--- config.mk ---
export PLATFORM = sky130hd
export DESIGN_NAME = op_entry_encoder_flat
export DESIGN_NICKNAME = d
export VERILOG_FILES = /design/src/rtl/op_pkg.sv /design/src/rtl/op_entry_encoder_if.sv /design/src/rtl/op_entry_encoder_btn_debounce.sv /design/src/rtl/op_entry_encoder.sv /design/src/flat_wrapper.sv
export SDC_FILE = /design/constraint.sdc
export NUM_CORES = 1
export LEC_CHECK = 0
export ABC_AREA = 1
export BUFFER_PORTS_ARGS = -buffer_cell sky130_fd_sc_hd__buf_2
export CAP_MARGIN = 15
export CORE_MARGIN = 2
export CORE_UTILIZATION = 30
export DETAILED_ROUTE_END_ITERATION = 10
export SYNTH_ARGS = -nofsm -noshare
export SYNTH_HDL_FRONTEND = slang
export SYNTH_SLANG_ARGS = --single-unit
export TNS_END_PERCENT = 20
--- constraint.sdc ---
create_clock -name clk -period 3.62 [get_ports clk]
set_clock_uncertainty 0.05 [all_clocks]
set_input_delay 0.362 -clock clk [delete_from_list [all_inputs] [get_ports clk]]
set_output_delay 0.362 -clock clk [all_outputs]
set_load 0.005 [all_outputs]
--- src/rtl/op_pkg.sv ---
// ============================================================================
// Module   : op_pkg
// Purpose  : Instruction opcode encoding shared by entry, display and decode.
// Revision : 1.0
// ============================================================================
`default_nettype none

package op_pkg;

    localparam int OP_W    = 4;
    localparam int NUM_OPS = 11;

    typedef enum logic [OP_W-1:0] {
        MOV = 4'd0,
        ADD = 4'd1,
        SUB = 4'd2,
        AND = 4'd3,
        ORR = 4'd4,
        CMP = 4'd5,
        MVN = 4'd6,
        LDR = 4'd7,
        STR = 4'd8,
        B   = 4'd9,
        BX  = 4'd10
    } op_e;

endpackage

`default_nettype wire

--- src/rtl/op_entry_encoder_if.sv ---
// ============================================================================
// Module   : op_entry_encoder_if
// Purpose  : Valid/ready opcode channel from the entry encoder to the loader.
// Revision : 1.0
// ============================================================================
`default_nettype none

interface op_entry_encoder_if;
    import op_pkg::*;

    logic [OP_W-1:0] op_out_o;
    logic            op_valid_o;
    logic            op_ready_i;

    modport master (
        output op_out_o,
        output op_valid_o,
        input  op_ready_i
    );

    modport slave (
        input  op_out_o,
        input  op_valid_o,
        output op_ready_i
    );

endinterface

`default_nettype wire

--- src/rtl/op_entry_encoder_btn_debounce.sv ---
// ============================================================================
// Module   : btn_debounce
// Purpose  : 2-FF synchronizer, stability counter and one-cycle press pulse.
// Revision : 1.0
// ============================================================================
`default_nettype none

module btn_debounce #(
    parameter int DEBOUNCE_CYCLES = 16
) (
    input  logic clk,
    input  logic rst,
    input  logic raw_i,
    output logic level_o,
    output logic press_o
);

    localparam int            CW       = (DEBOUNCE_CYCLES > 1) ? $clog2(DEBOUNCE_CYCLES) : 1;
    localparam logic [CW-1:0] CNT_LAST = CW'(DEBOUNCE_CYCLES - 1);

    logic          sync1_q;
    logic          sync2_q;
    logic          stable_q;
    logic          stable_d;
    logic          stable_dly_q;
    logic [CW-1:0] cnt_q;
    logic [CW-1:0] cnt_d;

    // Counter only advances while the synchronized level disagrees with the accepted one.
    always_comb begin
        cnt_d    = '0;
        stable_d = stable_q;
        if (sync2_q != stable_q) begin
            if (cnt_q == CNT_LAST) begin
                stable_d = sync2_q;
            end else begin
                cnt_d = cnt_q + CW'(1);
            end
        end
    end

    always_ff @(posedge clk) begin
        if (rst) begin
            sync1_q      <= 1'b0;
            sync2_q      <= 1'b0;
            stable_q     <= 1'b0;
            stable_dly_q <= 1'b0;
            cnt_q        <= '0;
        end else begin
            sync1_q      <= raw_i;
            sync2_q      <= sync1_q;
            stable_q     <= stable_d;
            stable_dly_q <= stable_q;
            cnt_q        <= cnt_d;
        end
    end

    assign level_o = stable_q;
    assign press_o = stable_q & ~stable_dly_q;

endmodule

`default_nettype wire

--- src/rtl/op_entry_encoder.sv ---
// ============================================================================
// Module   : op_entry_encoder
// Purpose  : Debounced front-panel opcode selection with valid/ready hand-off.
// Revision : 1.0
// ============================================================================
`default_nettype none

module op_entry_encoder #(
    parameter int DEBOUNCE_CYCLES = 16,
    parameter int NUM_OPS         = 11,
    parameter int CNT_W           = 8
) (
    input  logic                clk,
    input  logic                rst,
    input  logic                btn_next_i,
    input  logic                btn_prev_i,
    input  logic                btn_ok_i,
    output logic [3:0]          op_sel_o,
    output logic                busy_o,
    output logic [CNT_W-1:0]    op_count_o,
    op_entry_encoder_if.master  lp
);
    import op_pkg::*;

    localparam int              BTN_NEXT = 0;
    localparam int              BTN_PREV = 1;
    localparam int              BTN_OK   = 2;
    localparam logic [OP_W-1:0] LAST_OP  = OP_W'(NUM_OPS - 1);

    typedef enum logic [1:0] {
        S_SELECT       = 2'd0,
        S_OFFER        = 2'd1,
        S_WAIT_RELEASE = 2'd2
    } state_e;

    logic [2:0] w_raw;
    logic [2:0] w_level;
    logic [2:0] w_press;

    assign w_raw = {btn_ok_i, btn_prev_i, btn_next_i};

    for (genvar gi = 0; gi < 3; gi++) begin : g_btn
        btn_debounce #(
            .DEBOUNCE_CYCLES (DEBOUNCE_CYCLES)
        ) u_db (
            .clk     (clk),
            .rst     (rst),
            .raw_i   (w_raw[gi]),
            .level_o (w_level[gi]),
            .press_o (w_press[gi])
        );
    end

    state_e             state_q,  state_d;
    logic [OP_W-1:0]    op_sel_q, op_sel_d;
    logic [OP_W-1:0]    op_out_q, op_out_d;
    logic               valid_q,  valid_d;
    logic               busy_q,   busy_d;
    logic [CNT_W-1:0]   count_q,  count_d;

    always_comb begin
        state_d  = state_q;
        op_sel_d = op_sel_q;
        op_out_d = op_out_q;
        valid_d  = valid_q;
        count_d  = count_q;
        case (state_q)
            S_SELECT: begin
                // Confirm takes priority; simultaneous next+prev cancel out.
                if (w_press[BTN_OK]) begin
                    op_out_d = op_sel_q;
                    valid_d  = 1'b1;
                    state_d  = S_OFFER;
                end else if (w_press[BTN_NEXT] && !w_press[BTN_PREV]) begin
                    op_sel_d = (op_sel_q == LAST_OP) ? '0 : op_sel_q + OP_W'(1);
                end else if (w_press[BTN_PREV] && !w_press[BTN_NEXT]) begin
                    op_sel_d = (op_sel_q == '0) ? LAST_OP : op_sel_q - OP_W'(1);
                end
            end
            S_OFFER: begin
                if (valid_q && lp.op_ready_i) begin
                    valid_d = 1'b0;
                    count_d = count_q + CNT_W'(1);
                    state_d = w_level[BTN_OK] ? S_WAIT_RELEASE : S_SELECT;
                end
            end
            S_WAIT_RELEASE: begin
                if (!w_level[BTN_OK]) begin
                    state_d = S_SELECT;
                end
            end
            default: state_d = S_SELECT;
        endcase
        busy_d = (state_d != S_SELECT);
    end

    always_ff @(posedge clk) begin
        if (rst) begin
            state_q  <= S_SELECT;
            op_sel_q <= '0;
            op_out_q <= '0;
            valid_q  <= 1'b0;
            busy_q   <= 1'b0;
            count_q  <= '0;
        end else begin
            state_q  <= state_d;
            op_sel_q <= op_sel_d;
            op_out_q <= op_out_d;
            valid_q  <= valid_d;
            busy_q   <= busy_d;
            count_q  <= count_d;
        end
    end

    assign op_sel_o      = op_sel_q;
    assign busy_o        = busy_q;
    assign op_count_o    = count_q;
    assign lp.op_out_o   = op_out_q;
    assign lp.op_valid_o = valid_q;

endmodule

`default_nettype wire

--- src/flat_wrapper.sv ---
// flat-port wrapper written by rule: the top's interface ports become plain ports
module op_entry_encoder_flat import op_pkg::*;
#(
    parameter int DEBOUNCE_CYCLES = 16,
    parameter int NUM_OPS         = 11,
    parameter int CNT_W           = 8
)
  (clk, rst, btn_next_i, btn_prev_i, btn_ok_i, op_sel_o, busy_o, op_count_o, lp_op_out_o, lp_op_valid_o, lp_op_ready_i);
  op_entry_encoder_if lp_i ();
  input  logic clk;
  input  logic rst;
  input  logic btn_next_i;
  input  logic btn_prev_i;
  input  logic btn_ok_i;
  output logic [3:0] op_sel_o;
  output logic busy_o;
  output logic [CNT_W-1:0] op_count_o;
  output wire logic [$bits(lp_i.op_out_o)-1:0] lp_op_out_o;
  output wire logic [$bits(lp_i.op_valid_o)-1:0] lp_op_valid_o;
  input wire logic [$bits(lp_i.op_ready_i)-1:0] lp_op_ready_i;
  assign lp_op_out_o = lp_i.op_out_o;
  assign lp_op_valid_o = lp_i.op_valid_o;
  assign lp_i.op_ready_i = lp_op_ready_i;
  op_entry_encoder #(.DEBOUNCE_CYCLES(DEBOUNCE_CYCLES), .NUM_OPS(NUM_OPS), .CNT_W(CNT_W)) u_core (.clk(clk), .rst(rst), .btn_next_i(btn_next_i), .btn_prev_i(btn_prev_i), .btn_ok_i(btn_ok_i), .op_sel_o(op_sel_o), .busy_o(busy_o), .op_count_o(op_count_o), .lp(lp_i));
endmodule
==> out/results.txt <==
CTS sink count -> 44
Mean Syn Cell Area -> 7.669 um2
GPL Wtd Cong -> 0.7940
Syn_nets -> 262
Worst Hold Class -> primary input to flop
Initial antenna violation count -> 0
Number of synthesized flops with an enable pin -> 0
Cell Count, Final, Fillers Out -> 350
Global-route wire length before repair -> 5961 um
Dpl cells -> 342
Critical Path Source Type -> flop
Cts repair resizes -> 0
Post-synthesis cell count -> 247
Final worst slack -> 2.018 ns
Synth cell types -> 22
Ranking of synthesized cells by area -> dfxtp_1, nand2_1, nor2_1, inv_1, ha_1
I/O pin count -> 24
Via count -> 1512
Largest net degree at the start of global routing -> 19
Die area -> 6966 um2
Cell Area, Synth -> 1894 um2
Headroom to the max-slew limit -> 68.72%
WP data arrival -> 1.74 ns
Synth Warn # -> 0
Setup WS pre-CTS -> 2.025 ns
Leak pwr -> 0.001023 uW
Root Buffer -> clkbuf_8
Dpl hpwl -> 2517 um
GRT Total Usage -> 10.35%
Register area share after synthesis -> 46.50%
P per Cell Area -> 406.8 nW/um2
Synth Register Bits -> 44
Core ar. -> 6026 um2
Slew Limit Fails -> 0
Worst-case clock buffer depth -> 2
Top cells by count, synth -> dfxtp_1, nand2_1, nor2_1
Fin crit share -> 44.25%
Fin. Hold Viols -> 0
Crit path max-delay family -> simple AND/OR/NAND/NOR gates
Crit Path Class -> flop to flop
Final ANT Viol Nets -> 0
Max_cap viols -> 0
Max Fclk -> 0.6243 GHz
Run status -> finished, final reports clean
Row cnt -> 28
CP Buf/Inv Count -> 1
Clk pin slew, worst setup/hold paths -> 0.08 ns
Synth area leader -> dfxtp_1
Port bufs -> 23
CTS tree -> done
Final setup viols -> 0
Critical path capture point type -> flop
Wire per inst -> 9.577 um
Share of layout cells above drive strength 1 -> 17.45%
Crit Path Max Fanout -> 5
Post-synth top area share -> 46.50%
Total CTS buffers -> 5
Post-CTS setup buffers -> 0
CP max stage delay -> 0.35 ns
Final #Nets -> 289
Async set-reset flop share out of synthesis -> 0%
Setup TNS -> 0 ns
H-tree depth -> 2
Tmin final -> 1.602 ns
Slowest cell on the critical path -> dfxtp_1
DR pass1 iterations -> 4
Cts hold-fix bufs -> 0
Cell repeated most along the worst path -> nor2_1
Die Height -> 83.47 um
Initial drt markers -> 79
Worst EP required -> 3.75 ns
Clock latency on the worst-skew pair -> 0.29 ns
Die width -> 83.47 um
Cells along the critical path -> inv_1, or2_2, ha_1, nor2_1, nand2_2, nor3_1, nor2_1
Post-route DRC violation count -> 0
Routed WL -> 3352 um
GRT overflow -> 0
Worst slew pin tran -> 0.4686 ns
Vias in the first global route -> 1369
Antenna cell count -> 0
Max IR drop VDD -> 142.4 uV
Top_reg_cell synth -> dfxtp_1
Vias per inst -> 4.320
Starting Density -> 31.44%
Count leader, synth -> dfxtp_1
RSZ-0062 raised after global routing -> no
P&R area growth vs syn -> 16.38%
## final timing paths
check | from | endpoint | slack, ns | cells past startpoint
setup / recovery | u_core.g_btn[1].u_db.level_o | u_core.op_sel_o[1] | 2.02 | 7
hold / removal | lp_op_ready_i | u_core.lp.op_valid_o | 0.21 | 2
setup reg to reg | u_core.g_btn[1].u_db.level_o | u_core.op_sel_o[1] | 2.02 | 7
hold reg to reg | u_core.g_btn[1].u_db.sync1_q | u_core.g_btn[1].u_db.sync2_q | 0.36 | 2
## worst register-to-register path, cell delays in order (launching register included)
cell and delay (ns):
dfxtp_1 0.35, inv_1 0.07, or2_2 0.27, ha_1 0.27, nor2_1 0.13, nand2_2 0.09
nor3_1 0.20, nor2_1 0.07
## layout by cell type, fill, tap and decap left out
master	netlist	routed
inv_1	36	36
o21ai_0	15	15
nor2_1	38	38
inv_2	4	4
clkinv_4	0	1
a21oi_1	17	17
xor2_1	6	6
nor2_4	1	1
nor2_2	2	2
ha_1	9	9
bufinv_16	0	1
nand3_1	15	15
nor3_1	4	4
buf_2	1	23
nand2_1	39	39
clkbuf_8	0	6
o21bai_2	2	2
nand3_2	2	2
or2_2	1	1
xnor2_1	2	2
nand4_1	2	2
dfxtp_1	44	44
nand2_2	5	5
## logic make-up (layout without fill, tap and decap cells)
group                    count (synthesis)  count (layout)  synth area share [%]
XOR/XNOR                                 8               8                 3.699
AND/OR/NAND/NOR                        109             109                 25.23
AO/OA/AOI/OAI                           34              34                 9.643
flip-flops                              44              44                 46.50
adder cells (fa/ha/maj)                  9               9                 5.945
buffers and inverters                   43              71                 8.982
## report_power, final
group          total [uW]  leakage, uW  internal, uW  switching [uW]
registers             489     0.000356           488            1.85
clock network         392    0.0000614           226             166
logic                15.7     0.000605          5.45            10.3
total                 897      0.00102           719             178
## through the flow
stage          hold slack (ns)  utilization (%)  power, uW  area, um2
2_1_floorplan           0.3383                -      512.9       1894
3_3_place_gp            0.3423            34.57      517.2       2083
3_5_place_dp            0.3489            34.57      517.3       2083
4_1_cts                 0.2083            36.59      910.9       2205
5_1_grt                 0.2150            36.59      929.8       2205
6_report                0.2146            36.59      896.8       2205
## state kept, by name, indices dropped and copies added (netlist names)
| name | cells |
|---|---|
| u_core.op_sel_o | 4 |
| u_core.state_q | 2 |
| u_core.lp.op_valid_o | 1 |
| u_core.g_btn.u_db.sync1_q | 3 |
| u_core.g_btn.u_db.cnt_q | 12 |
| u_core.lp.op_out_o | 4 |
| u_core.busy_o | 1 |
| u_core.g_btn.u_db.level_o | 3 |
| u_core.g_btn.u_db.sync2_q | 3 |
| u_core.g_btn.u_db.stable_dly_q | 3 |
| u_core.op_count_o | 8 |
## per-layer routing
layer	global-route usage, %	routed length [um]
met1	13.20	1675
met2	16.28	1508
met3	2.770	118
met4	4.839	50
met5	0	0
## cell type report
class,instances,area [um2]
well taps,75,93.84
multi-input cells,160,843.3
inverters,40,150.1
clock inverters,2,38.79
fillers,652,3821
repair buffers,23,115.1
flip-flops and latches,44,880.8
clock buffers,6,82.58
Note: power is estimated with default switching activity, not from simulation.
